File: config.mk
export PLATFORM = sky130hd
export DESIGN_NAME = tmds_decoder
export DESIGN_NICKNAME = d
export VERILOG_FILES = /design/src/rtl/tmds_decoder.sv
export SDC_FILE = /design/constraint.sdc
export NUM_CORES = 1
export LEC_CHECK = 0
export ABC_AREA = 0
export BUFFER_PORTS_ARGS = -buffer_cell sky130_fd_sc_hd__buf_2
export CORE_ASPECT_RATIO = 0.7
export CORE_MARGIN = 3
export CORE_UTILIZATION = 60
export DETAILED_ROUTE_END_ITERATION = 12
export PLACE_DENSITY = 0.9
export SLEW_MARGIN = 10
export SYNTH_ARGS = -nofsm -noshare
export SYNTH_HDL_FRONTEND = slang
export SYNTH_SLANG_ARGS = --single-unit
File: constraint.sdc
create_clock -name clk_pix -period 7 [get_ports clk_pix]
set_input_delay 1.05 -clock clk_pix [delete_from_list [all_inputs] [get_ports clk_pix]]
set_output_delay 1.05 -clock clk_pix [all_outputs]
set_load 0.05 [all_outputs]
File: src/rtl/tmds_decoder.sv
// TMDS channel receive decoder: bitslip-driven word alignment, then data/control decode.
// Define TMDS_DECODER_STATS_EN to enable the relock_cnt lock-loss counter.
module tmds_decoder #(
  parameter int unsigned WINDOW      = 4096,
  parameter int unsigned LOCK_TOKENS = 64,
  parameter int unsigned SLIP_WAIT   = 8
) (
  input  logic       clk_pix,
  input  logic       rst_n,
  input  logic [9:0] tmds_in,
  output logic       bitslip,
  output logic       locked,
  output logic       de,
  output logic [7:0] data_out,
  output logic [1:0] ctrl_out,
  output logic [7:0] relock_cnt
);

  // win also times the WAIT state, so it must hold SLIP_WAIT as well.
  localparam int unsigned WinMax = (WINDOW > SLIP_WAIT + 1) ? WINDOW : SLIP_WAIT + 1;
  localparam int unsigned WinW   = (WinMax > 1) ? $clog2(WinMax) : 1;
  localparam int unsigned RunW   = $clog2(LOCK_TOKENS + 1);

  typedef enum logic [1:0] {StSearch, StSlip, StWait, StLocked} state_e;

  state_e            state_q, state_d;
  logic [WinW-1:0]   win_q, win_d;
  logic [RunW-1:0]   run_q, run_d;
  logic              seen_q, seen_d;
  logic              reach, win_end;
  logic [2:0]        tok_in, tok_word;

  logic [9:0]        word_q;
  logic              gate_q;
  logic              de_q, de_d;
  logic [7:0]        data_q, data_d;
  logic [1:0]        ctrl_q, ctrl_d;

  // Returns {hit, ctrl value}.
  function automatic logic [2:0] token_lookup(input logic [9:0] w);
    logic [2:0] r;
    case (w)
      10'b1101010100: r = 3'b100;
      10'b0010101011: r = 3'b101;
      10'b0101010100: r = 3'b110;
      10'b1010101011: r = 3'b111;
      default:        r = 3'b000;
    endcase
    return r;
  endfunction

  function automatic logic [7:0] tmds_decode(input logic [9:0] w);
    logic [7:0] d;
    logic [7:0] o;
    d    = w[9] ? ~w[7:0] : w[7:0];
    o[0] = d[0];
    for (int i = 1; i < 8; i++) begin
      o[i] = w[8] ? (d[i] ^ d[i-1]) : ~(d[i] ^ d[i-1]);
    end
    return o;
  endfunction

  assign tok_in   = token_lookup(tmds_in);
  assign tok_word = token_lookup(word_q);

  // State register.
  always_ff @(posedge clk_pix or negedge rst_n) begin
    if (!rst_n) begin
      state_q <= StSearch;
      win_q   <= '0;
      run_q   <= '0;
      seen_q  <= 1'b0;
    end else begin
      state_q <= state_d;
      win_q   <= win_d;
      run_q   <= run_d;
      seen_q  <= seen_d;
    end
  end

  // Next state and counters.
  always_comb begin
    run_d = '0;
    if (state_q != StWait && tok_in[2]) begin
      run_d = (run_q == RunW'(LOCK_TOKENS)) ? run_q : run_q + RunW'(1);
    end
  end

  assign reach   = (run_d == RunW'(LOCK_TOKENS));
  assign win_end = (state_q != StWait) && (win_q == WinW'(WINDOW - 1));

  always_comb begin
    state_d = state_q;
    case (state_q)
      StSearch: begin
        if (reach) begin
          state_d = StLocked;
        end else if (win_end) begin
          state_d = StSlip;
        end
      end
      StSlip:   state_d = StWait;
      StWait: begin
        if (win_q == WinW'(SLIP_WAIT)) begin
          state_d = StSearch;
        end
      end
      StLocked: begin
        if (win_end && !(seen_q || reach)) begin
          state_d = StSearch;
        end
      end
      default:  state_d = StSearch;
    endcase
  end

  always_comb begin
    win_d  = (state_d != state_q || win_end) ? '0 : win_q + WinW'(1);
    seen_d = (state_q == StLocked && !win_end) ? (seen_q | reach) : 1'b0;
  end

  // Moore outputs straight from the state register.
  always_comb begin
    bitslip = (state_q == StSlip);
    locked  = (state_q == StLocked);
  end

  // Output stage gates on the state seen when the word was sampled.
  always_comb begin
    de_d   = 1'b0;
    data_d = '0;
    ctrl_d = '0;
    if (gate_q) begin
      if (tok_word[2]) begin
        ctrl_d = tok_word[1:0];
      end else begin
        de_d   = 1'b1;
        data_d = tmds_decode(word_q);
        ctrl_d = ctrl_q;
      end
    end
  end

  always_ff @(posedge clk_pix or negedge rst_n) begin
    if (!rst_n) begin
      word_q <= '0;
      gate_q <= 1'b0;
      de_q   <= 1'b0;
      data_q <= '0;
      ctrl_q <= '0;
    end else begin
      word_q <= tmds_in;
      gate_q <= (state_q == StLocked);
      de_q   <= de_d;
      data_q <= data_d;
      ctrl_q <= ctrl_d;
    end
  end

  assign de       = de_q;
  assign data_out = data_q;
  assign ctrl_out = ctrl_q;

`ifdef TMDS_DECODER_STATS_EN
  logic [7:0] relock_q;

  always_ff @(posedge clk_pix or negedge rst_n) begin
    if (!rst_n) begin
      relock_q <= '0;
    end else if (state_q == StLocked && state_d == StSearch && relock_q != 8'hFF) begin
      relock_q <= relock_q + 8'd1;
    end
  end

  assign relock_cnt = relock_q;
`else
  assign relock_cnt = 8'h00;
`endif

endmodule

== After elaboration in Yosys (flattened, before gate mapping) ==
Index checks and enable logic that the tools add are counted.

* Register bits: 44
* Output and inout port bits: 21
* Logic and storage cells: 79

* $add $sub $neg: 2
* Eq/ne operators: 18
* Muxes and demuxes: 25
* Bitwise gates (word level): 16
* Reduce and logical (&&, ||, !) cells: 9

{| class="wikitable"
|+ Operators with widths
! operator !! number
|-
| $eq 10x10->1 const B || 4
|-
| $mux 8 || 3
|-
| $pmux 3 s4 || 2
|-
| $eq 10x8->1 const B || 2
|-
| $eq 10x9->1 const B || 2
|-
| $eq 7x7->1 const B || 2
|-
| $mux 7 || 2
|-
| $add 12x1->12 const B || 1
|-
| $eq 12x12->1 const B || 1
|-
| $eq 12x4->1 const B || 1
|-
| $mux 12 || 1
|-
| $mux 2 || 6
|-
| $mux 1 || 10
|-
| $not 8->8 || 1
|-
| $pmux 2 s4 || 1
|-
| $add 7x1->7 const B || 1
|-
| $not 1->1 || 7
|-
| $xor 1x1->1 || 7
|-
| $eq 2x2->1 const B || 2
|-
| $logic_and 1x1->1 || 4
|-
| $ne 2x2->1 const B || 2
|-
| $eq 2x1->1 const B || 1
|-
| $logic_not 1->1 || 2
|-
| $logic_not 2->1 || 1
|-
| 3 further kinds || 4
|}

== Logic depth before layout (Yosys ltp) ==
Gate-level depths: netlist of run 1.

* Depth in word-level cells: 13
* Mapped depth: 9
* Depth with buffers taken out: 8

== Least setup slack after synthesis of run 1 ==
Ideal clock, no wire load.

* Path type: input to register
* Start: input port tmds_in[6]
* End: register win_q[10]
* Library setup time: 119 ps
* Arrival: 2407 ps
* Path slack: 4474 ps
* Stages: 7
* Path buffers: 1
* Cells stage by stage: nand4bb_1 nor4_1 a31oi_1 a2111oi_4 a2bb2oi_2 buf_6 nor2_1

* Cells in the longest elaborated chain, start to end: 13
* Elaborated cells between the ends (all ways): 17

{| class="wikitable"
|+ Ends and longest elaborated chain
! what !! RTL line !! text
|-
| start: declaration || 10 || <nowiki>input logic [9:0] tmds_in,</nowiki>
|-
| $eq 10x10->1, or another cell as far along || 42 || <nowiki>case (w)</nowiki>
|-
| $pmux 3 s4 * || 42 ||
|-
| $logic_and 1x1->1 * || 84 || <nowiki>if (state_q != StWait && tok_in[2]) begin</nowiki>
|-
| $mux 7 * || 84 ||
|-
| $eq 7x7->1 * || 89 || <nowiki>assign reach = (run_d == RunW'(LOCK_TOKENS));</nowiki>
|-
| $logic_or 1x1->1 || 109 || <nowiki>if (win_end && !(seen_q || reach)) begin</nowiki>
|-
| $logic_not 1->1 || 109 ||
|-
| $logic_and 1x1->1 || 109 ||
|-
| $mux 2 || 109 ||
|-
| $pmux 2 s4 * || 94 || <nowiki>case (state_q)</nowiki>
|-
| $ne 2x2->1 * || 118 || <nowiki>win_d = (state_d != state_q || win_end) ? '0 : win_q + WinW'(1);</nowiki>
|-
| $logic_or 1x1->1 * || 118 ||
|-
| $mux 12 * || 118 ||
|-
| via win_d[10] || 27 || <nowiki>logic [WinW-1:0] win_q, win_d;</nowiki>
|-
| end signal: assignment || 75 || <nowiki>win_q <= win_d;</nowiki>
|-
| end: declaration || 27 ||
|}

The timed path passes the listed nets; every way through them passes the cells marked *.
A chain may end at the register's enable or synchronous reset.

== Worst setup path after layout of run 1 ==
* Start: register run_q[1]
* End: register win_q[4]

* Cells in the longest elaborated chain, start to end: 12
* Elaborated cells between the ends (all ways): 14

{| class="wikitable"
|+ Ends and longest elaborated chain
! what !! RTL line !! text
|-
| start: declaration || 28 || <nowiki>logic [RunW-1:0] run_q, run_d;</nowiki>
|-
| start signal: assignment || 76 || <nowiki>run_q <= run_d;</nowiki>
|-
| $add 7x1->7 / $eq 7x7->1 (equally long branches) || 85 || <nowiki>run_d = (run_q == RunW'(LOCK_TOKENS)) ? run_q : run_q + RunW'(1);</nowiki>
|-
| $mux 7 * || 85 ||
|-
| $mux 7 * || 84 ||
|-
| $eq 7x7->1 * || 89 ||
|-
| $logic_or 1x1->1 || 109 ||
|-
| $logic_not 1->1 || 109 ||
|-
| $logic_and 1x1->1 || 109 ||
|-
| $mux 2 || 109 ||
|-
| $pmux 2 s4 * || 94 ||
|-
| $ne 2x2->1 * || 118 ||
|-
| $logic_or 1x1->1 * || 118 ||
|-
| $mux 12 * || 118 ||
|-
| via win_d[4] || 27 ||
|}

Marks and branches as above.

==> results.md, run 1 <==
- CTS tree: done
- Pwr dens: about 240 nW/µm²
- Die Span Y: about 57 µm
- Clk_skew: around 0.0072 ns
- Tightest Pin Transition: ~0.94 ns
- P&R area growth vs syn: 10.4%
- Clock transition at path regs: 0.08 ns
- R2R setup slack: 4.24 ns
- Leakage: roughly 1.1 nW
- Drt first pass iters: 4
- Internal Power: between 0.4 and 0.5 mW
- Placed cells: roughly 270
- Clock share of power: 34.8%
- NumNets Final: roughly 250
- Max Slew Vio Count: 0
- Number of global-route vias before repair: 1401
- Total grt overflow: 0
- Sw Pwr: roughly 0.16 mW
- Row count: 17
- Logic pwr share: between 10% and 20%
- Final setup viols: 0
- Post-Syn Instances: just over 200
- Fill cells: between 200 and 250
- DRC violations left: 0
- Post-synthesis cell type count: 39
- CP max FO: 12
- Via count: approximately 1.5k
- WL/cell: roughly 13 µm
- Synth Cell Area: approximately 2200 µm²
- CTS resizes: 0
- DP HPWL: 2700 µm
- First-pass GRT wire length: ~6500 µm
- Initial DRC Count: 97
- Min cycle time layout: around 2.8 ns
- Multi-input logic area: about 1000 µm²
- Hold-fix buffers, CTS: 0
- Initial cell density of the core: 66.3%
- Final TNS setup: 0 ns
- I/O pin count: 33
- Worst-case reg-to-reg path depth: 7
- Clk Latency, worst-skew pair: ~0.30 ns
- Pin count of the biggest net entering global routing: 45
- Max rail drop VDD: 0.208 mV
- Hold Fails Final Rpt: 0
- Max-cap viol count: 0
- RSZ-0062 raised after global routing: no
- Synthesized flop and latch total: 44
- Register area: about 1100 µm²
- Mapped Avg Cell Area: 10.6 µm²
- Layout cells sized above 1: 15.8%
- Final cell count without fillers: between 200 and 300
- Flop pwr share: 50.0%
- Final Cycle Share: roughly two fifths
- Post-CTS setup buffers: 0
- Worst hold path type: reg2reg
- Reg-to-reg endpoint: win_q[4]
- WL final: approximately 3800 µm
- Antenna viol nets, final: 0
- Pre-CTS setup slack: between 3 and 4 ns
- CP arrival: 2.93 ns
- Max transition margin: 37.2%
- Final GP Congestion: between 0.8 and 0.9
- Syn. warnings: 0
- Initial antenna violation count: 0
- Worst Setup SP: run_q[1]
- Fmax: 362 MHz
- CP endpoint kind: register
- Switch share: between 20% and 30%
- GRT Resource Usage Total: about a fifth
- Core area: around 3300 µm²
- Worst Hold Depth: 1
- Worst endpoint required time: between 7 and 8 ns
- Die width: 78.4 µm
- Min-delay src: word_q[9]
- Utilization after layout: around three quarters
- I/O Buffers: 24
- Root buf cell: clkbuf_8
- CTS Buf Count: 5
- Seq/Total Area, Yosys: around 50%
- Hold EP: ctrl_out[1]
- Status: complete, no violations
- Total power draw: roughly 0.59 mW
- CTS sink cnt: 44
- Setup CP Type: reg2reg
- Worst Setup Start Kind: register
- Final WS setup: about 4.2 ns
- CTS max path bufs: 2
- Full die area: 4440 µm²
- Reg2reg start: run_q[1]
- Vias per cell: ~5.2
- Diode count: 0
- H-tree depth: 2
-- metal layers --
layer	part of all wire, %	track usage [%]	up-vias
li1	-	-	738
met5	0	0	-
met2	47	29.5	33
met4	0.51	4.49	0
met3	4.5	6.25	2
met1	48	25.6	699
-- cells by family after synthesis --
| logic type | Yosys count | share of synthesized area, % |
|---|---|---|
| simple gates | 92 | 23.1 |
| xor+xnor | 27 | 10.7 |
| flops | 44 | 50.0 |
| other cells | 1 | 0.170 |
| compound gates | 15 | 6.14 |
| fa+ha+maj | 6 | 3.41 |
| mux | 1 | 0.455 |
| buf+inv | 21 | 5.97 |
-- per-stage QoR --
step                      hold slack, ns  instance area [µm²]
final                              0.502                 2430
after global routing               0.516                 2430
after floorplan                    0.463                 2230
after global placement             0.490                 2310
after detailed placement           0.490                 2310
after CTS                          0.501                 2430
-- placed cells by master (no fill, tap or decap), types with 6 or more instances in the layout --
| cell | netlist | routed |
|---|---|---|
| nand2_1 | 12 | 12 |
| xnor2_1 | 22 | 22 |
| dfrtp_1 | 44 | 44 |
| nand3_1 | 8 | 8 |
| nor3_1 | 10 | 10 |
| clkbuf_8 | 0 | 6 |
| inv_1 | 9 | 9 |
| conb_1 | 1 | 8 |
| ha_1 | 6 | 6 |
| buf_2 | 0 | 24 |
| nor2_1 | 29 | 29 |
-- sequential cells by signal (all words and copies together), names as in the netlist --
name	flops
ctrl_out	2
data_out	8
de	1
gate_q	1
run_q	7
seen_q	1
state_q	2
win_q	12
word_q	10
-- worst max path at each step --
stage	cells past startpoint	slack (ns)	endpoint
3_3_place_gp	7	4.05	win_q[3]
3_5_place_dp	7	3.94	win_q[4]
2_1_floorplan	7	4.47	win_q[10]
4_1_cts	7	4.26	win_q[4]
6_report	7	4.24	win_q[4]
5_1_grt	7	4.04	win_q[8]
-- power by group through the flow --
stage / clock, mW / combinational [mW] / sequential (mW)
finish: 0.205 / 0.0890 / 0.294
detailed placement: 0 / 0.0905 / 0.298
global route: 0.219 / 0.102 / 0.298
CTS: 0.206 / 0.0894 / 0.294
global placement: 0 / 0.0865 / 0.298
floorplan: 0 / 0.0799 / 0.292
-- area by class of cell --
class / count / share of cell area [%]
inverters: 9 / 1.39
well taps: 47 / 2.42
repair buffers: 24 / 4.94
clock buffers: 6 / 3.40
multi-input cells: 149 / 40.9
clock inverters: 2 / 1.60
flip-flops and latches: 44 / 45.3
-- worst max-delay path, stage by stage (launching register included) --
cell and delay, ns:
dfrtp_1 0.44, ha_1 0.29, or4bb_1 0.50, o211ai_1 0.14, a211oi_2 0.13, a2111oi_4 0.52, a2bb2oi_2 0.50, nor2_1 0.11
-- synth_stat cells --
master     instances  area (µm²)
nor4_1             4        25.0
a2111oi_4          1        27.5
nor2_1            29         109
mux2i_1            1        10.0
xnor2_1           22         193
clkbuf_1           1        3.75
nor4bb_1           5        50.1
or3_1              1        6.26
buf_4              8        60.1
nor4_4             1        21.3
o211ai_1           1        7.51
nand4bb_1          1        11.3
a2bb2oi_2          1        15.0
inv_1              9        33.8
nand3_1            8        40.0
dfrtp_1           44        1100
a32oi_1            1        8.76
nand2_1           12        45.0
nor2b_1            5        31.3
a21oi_1            2        10.0
a211oi_2           1        12.5
o21a_1             1        7.51
xor2_1             5        43.8
a31oi_1            2        12.5
buf_6              3        33.8
or4bb_1            1        11.3
nand4_1            2        12.5
and3_1             2        12.5
a2111o_1           1        11.3
nor4b_1            2        17.5
nand3b_1           1        7.51
ha_1               6        75.1
nand2b_1           3        18.8
nor3b_1            4        30.0
nor3_1            10        50.1
conb_1             1        3.75
a21boi_0           1        7.51
o21ai_0            3        15.0
or2_4              1        8.76
Note: power is estimated with default switching activity, not from simulation.
==> run 2, diff against run 1 <==
--- a/config.mk
+++ b/config.mk
@@ -9,9 +9,9 @@
 export BUFFER_PORTS_ARGS = -buffer_cell sky130_fd_sc_hd__buf_2
 export CORE_ASPECT_RATIO = 0.7
 export CORE_MARGIN = 3
-export CORE_UTILIZATION = 60
+export CORE_UTILIZATION = 56
 export DETAILED_ROUTE_END_ITERATION = 12
-export PLACE_DENSITY = 0.9
+export PLACE_DENSITY = 0.86
 export SLEW_MARGIN = 10
 export SYNTH_ARGS = -nofsm -noshare
 export SYNTH_HDL_FRONTEND = slang
==> constraint.sdc (replaced) <==
create_clock -name clk_pix -period 2.61 [get_ports clk_pix]
set_input_delay 0.3915 -clock clk_pix [delete_from_list [all_inputs] [get_ports clk_pix]]
set_output_delay 0.3915 -clock clk_pix [all_outputs]
set_load 0.05 [all_outputs]
==> run 2 against run 1 <==
Final cell count is 2.1% higher. Sequential share of layout area is 0.48 points lower. Die area is 6.5% higher. Worst hold slack worse by 0.30 ns. First-iteration DRC count is 68% lower. Cell area is 1.1% higher. Highest routed layer unchanged. Power grew to 2.7 times the previous value. Combinational power grew to 2.8 times the previous value. Wire length is 0.35% lower. Clock skew is 0.0025 ns lower. Non-clock buffer count is 3 higher.
==> results.md, run 2 (same netlist as run 1, synthesis figures left out) <==
- Reg2reg start: run_q[1]
- I/O pin count: 33
- DRC violations left: 0
- Core area: 3650 µm²
- Pre-CTS setup slack: 0.298 ns
- Max rail drop VDD: about 0.54 mV
- Clock share of power: between 30 and 40%
- CTS resizes: 0
- Initial DRC Count: 31
- Vias per cell: between 5 and 6
- CP arrival: 2.53 ns
- Tightest Pin Transition: between 0.9 and 1 ns
- First-pass GRT wire length: ~6500 µm
- Utilization after layout: about two thirds
- Internal Power: roughly 1.1 mW
- Final TNS setup: 0 ns
- Total grt overflow: 0
- CTS tree: done
- Setup CP Type: reg2reg
- Worst hold path type: in2reg
- Die width: approximately 81 µm
- Worst Setup SP: run_q[1]
- Worst endpoint required time: about 2.8 ns
- Row count: 18
- H-tree depth: 2
- P&R area growth vs syn: 11.6%
- Status: complete, no violations
- Clk_skew: ~0.0046 ns
- Fmax: 427 MHz
- Logic pwr share: 15.7%
- Diode count: 0
- Antenna viol nets, final: 0
- CTS Buf Count: 5
- Max transition margin: between 30% and 40%
- Flop pwr share: just under 50%
- Worst Setup Start Kind: register
- Die Span Y: 58.5 µm
- Number of global-route vias before repair: between 1k and 1.5k
- Full die area: around 4700 µm²
- Final Cycle Share: around 90%
- DP HPWL: 2620 µm
- Reg-to-reg endpoint: win_q[7]
- Initial antenna violation count: 0
- WL final: 3740 µm
- Hold Fails Final Rpt: 0
- Total power draw: approximately 1.6 mW
- Pwr dens: 646 nW/µm²
- Number of flip-flops in the largest register: 12
- Initial cell density of the core: between 60% and 70%
- Hold-fix buffers, CTS: 0
- Worst-case reg-to-reg path depth: 8
- CTS sink cnt: 44
- CP endpoint: win_q[7]
- Leakage: 1.11 nW
- Via count: around 1.5k
- Max Slew Vio Count: 0
- Max-cap viol count: 0
- Sw Pwr: about 0.44 mW
- Commonest non-fill, non-tap cell in the layout: dfrtp_1
- Layout cells sized above 1: ~17%
- Fill cells: roughly 300
- Final GP Congestion: ~0.84
- Switch share: 27.6%
- Final setup viols: 0
- CP endpoint kind: register
- Min cycle time layout: about 2.3 ns
- RSZ-0062 raised after global routing: no
- Post-CTS setup buffers: 0
- NumNets Final: around 250
- CTS max path bufs: 2
- I/O Buffers: 24
- GRT Resource Usage Total: a little under a fifth
- Register with the most flip-flops: win_q
- Clk Latency, worst-skew pair: 0.29 ns
- WL/cell: roughly 13 µm
- Clock transition at path regs: approximately 0.08 ns
- Pin count of the biggest net entering global routing: 45
- R2R setup slack: between 0.2 and 0.3 ns
- CP max FO: 12
- Multi-input logic area: roughly 990 µm²
- Drt first pass iters: 4
- Root buf cell: clkbuf_8
- Register area: 1100 µm²
- Final WS setup: 0.265 ns
- Most frequent cells in the layout: dfrtp_1 (44), nor2_1 (29), buf_2 (24), xnor2_1 (22), nand2_1 (12)
## run 2: cell type report
type,instances,area share [%]
clock buffer,6,3.36
clock inverter,2,1.58
inverter,9,1.38
multi-input combinational,149,40.5
sequential,44,44.8
tap,50,2.55
timing repair buffer,27,5.81
## run 2: how the worst min path moves through the flow
stage,startpoint,endpoint,cells past startpoint
CTS,tmds_in[9],word_q[9],1
global placement,word_q[9],ctrl_out[1],1
detailed placement,tmds_in[9],word_q[9],1
finish,tmds_in[9],word_q[9],1
global route,tmds_in[9],word_q[9],1
floorplan,rst_n,ctrl_out[0],0
## run 2: layer usage
layer | routed length (µm) | share of wire [%] | track usage (%) | vias to the layer above
li1 | - | - | - | 743
met1 | 1710 | 46 | 22.1 | 694
met2 | 1830 | 49 | 30.6 | 29
met3 | 164 | 4.4 | 4.89 | 4
met4 | 37 | 0.99 | 7.71 | 0
met5 | 0 | 0 | 0 | -
## run 2: stage by stage
step | hold WS (ns) | area [µm²] | std cells
final | 0.198 | 2460 | 287
after global routing | 0.188 | 2460 | 287
after CTS | 0.188 | 2460 | 287
after detailed placement | 0.502 | 2330 | 279
after global placement | 0.497 | 2330 | 279
after floorplan | 0.0959 | 2230 | 214
## run 2: worst max-delay path, stage by stage, from the launching register on
cell and delay [ns]:
dfrtp_1 0.43, ha_1 0.27, or4bb_1 0.50, o211ai_1 0.12, a211oi_2 0.12, a2111oi_4 0.38
a2bb2oi_2 0.17, buf_4 0.19, nor2_1 0.07
## run 2: power groups by stage
stage          combinational [mW]  clock, mW  sequential [mW]
2_1_floorplan               0.214          0            0.784
3_3_place_gp                0.244          0            0.799
3_5_place_dp                0.252          0            0.800
4_1_cts                     0.253      0.559            0.788
5_1_grt                     0.281      0.590            0.796
6_report                    0.250      0.549            0.788
==> run 3, diff against run 2 <==
--- a/config.mk
+++ b/config.mk
@@ -7,7 +7,6 @@
 export LEC_CHECK = 0
 export ABC_AREA = 0
 export BUFFER_PORTS_ARGS = -buffer_cell sky130_fd_sc_hd__buf_2
-export CORE_ASPECT_RATIO = 0.7
 export CORE_MARGIN = 3
 export CORE_UTILIZATION = 56
 export DETAILED_ROUTE_END_ITERATION = 12
==> run 3 against run 2 <==
Flip-flop and latch count is the same. Worst hold slack gained 0.0037 ns. Fmax shrank 2.2%. Non-clock buffer count is the same. Largest cell class unchanged. Global-route usage grew 0.62 points. Die area shrank 0.25%. Clock power shrank 0.9%. Critical endpoint is now win_q[10]. Critical path type unchanged. First-iteration DRC count grew 61%. Clock-buffer cell count is the same. Wire length shrank 0.40%. Largest power group unchanged.
==> results.md, run 3 (same netlist as run 1, synthesis figures left out) <==
- WL final: roughly 3700 µm
- DRC violations left: 0
- Number of flip-flops in the largest register: 12
- Worst stage delay on the critical path: 0.49 ns
- Worst Setup Start Kind: register
- Min cycle time layout: around 2.4 ns
- Clock transition at path regs: 0.08 ns
- Die width: between 60 and 70 µm
- Row count: 22
- DP HPWL: 2690 µm
- Status: complete, no violations
- Commonest non-fill, non-tap cell in the layout: dfrtp_1
- I/O Buffers: 24
- CTS Buf Count: 5
- Final cell count without fillers: roughly 290
- NumNets Final: ~250
- Clk_skew: between 0.003 and 0.004 ns
- Register with the most flip-flops: win_q
- GRT Resource Usage Total: 18.8%
- R2R setup slack: 0.21 ns
- Hold-fix buffers, CTS: 0
- Initial cell density of the core: around 60%
- CTS max path bufs: 2
- Leakage: between 1 and 1.5 nW
- RSZ-0062 raised after global routing: no
- CTS resizes: 0
- I/O pin count: 33
- CP endpoint kind: register
- Max Slew Vio Count: 0
- Final TNS setup: 0 ns
- Post-placement cell area: around 2300 µm²
- Antenna viol nets, final: 0
- CTS sink cnt: 44
- Max rail drop VDD: 0.456 mV
- Tightest Pin Transition: about 0.93 ns
- Die Span Y: 68.7 µm
- Vias per cell: about 5.3
- Final GP Congestion: between 0.8 and 0.9
- Final instance area: between 2000 and 2500 µm²
- Setup CP Type: reg2reg
- Initial antenna violation count: 0
- Total power draw: between 1.5 and 2 mW
- Layout cells sized above 1: 16.9%
- Max transition margin: 38.0%
- Final setup viols: 0
- Via count: ~1.5k
- Initial DRC Count: 50
- Worst hold path type: in2reg
- Number of global-route vias before repair: 1405
- H-tree depth: 2
- Worst endpoint required time: ~2.8 ns
- Drt first pass iters: 4
- Pwr dens: about 650 nW/µm²
- Buffers & Inverters on Critical Path: 1
- Diode count: 0
- Placed cells: around 280
- CTS tree: done
- Post-CTS setup buffers: 0
- Core area: around 3700 µm²
- Most frequent cells in the layout: dfrtp_1 (44), nor2_1 (29), buf_2 (24), xnor2_1 (22), nand2_1 (12)
- WL/cell: 13.1 µm
- First-pass GRT wire length: 6390 µm
- P&R area growth vs syn: 12.1%
- Total grt overflow: 0
- CP max FO: 12
- CP max-delay cell: or4bb_1
- Root buf cell: clkbuf_8
- Full die area: between 4000 and 5000 µm²
- Worst path cell trace: ha_1, or4bb_1, o211ai_1, a211oi_2, a2111oi_4, a2bb2oi_2, buf_12, nor2_1
- Clk Latency, worst-skew pair: 0.30 ns
- Delay-heaviest family, CP: compound AO/OA/AOI/OAI gates
- Pin count of the biggest net entering global routing: 45
- Final Cycle Share: 91.8%
- Fmax: roughly 420 MHz
- CP arrival: around 2.6 ns
- Hold Fails Final Rpt: 0
- Fill cells: 290
- Max-cap viol count: 0
run 3: metrics by stage:
step	hold slack, ns	utilization, %	worst slack [ns]
2_1_floorplan	0.0959	-	0.322
3_3_place_gp	0.496	63.1	0.347
3_5_place_dp	0.492	63.1	0.265
4_1_cts	0.197	66.4	0.234
5_1_grt	0.186	66.4	0.0810
6_report	0.201	66.4	0.213
run 3: worst paths after layout:
kind                             from  cells past startpoint           to
min in group asynchronous       rst_n                      1  data_out[6]
max in group asynchronous       rst_n                      1     win_q[6]
max reg2reg                  run_q[1]                      8    win_q[10]
max                          run_q[1]                      8    win_q[10]
min reg2reg                  win_q[0]                      1     win_q[0]
min                        tmds_in[9]                      1    word_q[9]
run 3: routing by layer:
metal | wire (µm) | global-route usage [%] | up-vias
met5 | 0 | 0 | -
met4 | 79 | 9.00 | 0
met3 | 190 | 6.48 | 10
met2 | 1850 | 29.4 | 29
met1 | 1610 | 23.1 | 718
li1 | - | - | 743
run 3: final cells by class:
class                           count  area (µm²)  area share [%]
Multi-Input combinational cell    149         995            40.3
Tap cell                           48        60.1            2.44
Timing Repair Buffer               27         155            6.29
Sequential cell                    44        1100            44.6
Clock inverter                      2        38.8            1.57
Inverter                            9        33.8            1.37
Clock buffer                        6        82.6            3.35
run 3: worst reg2reg max path: cells and delay by family, from the launching register on:
family / cells / cell delay, ns
flops: 1 / 0.46
simple gates: 2 / 0.54
fa+ha+maj: 1 / 0.30
compound gates: 4 / 0.85
buf+inv: 1 / 0.15
run 3: where the power goes:
part           switching (mW)  internal, mW
Sequential             0.0608         0.726
Combinational           0.146         0.130
Clock                   0.231         0.313
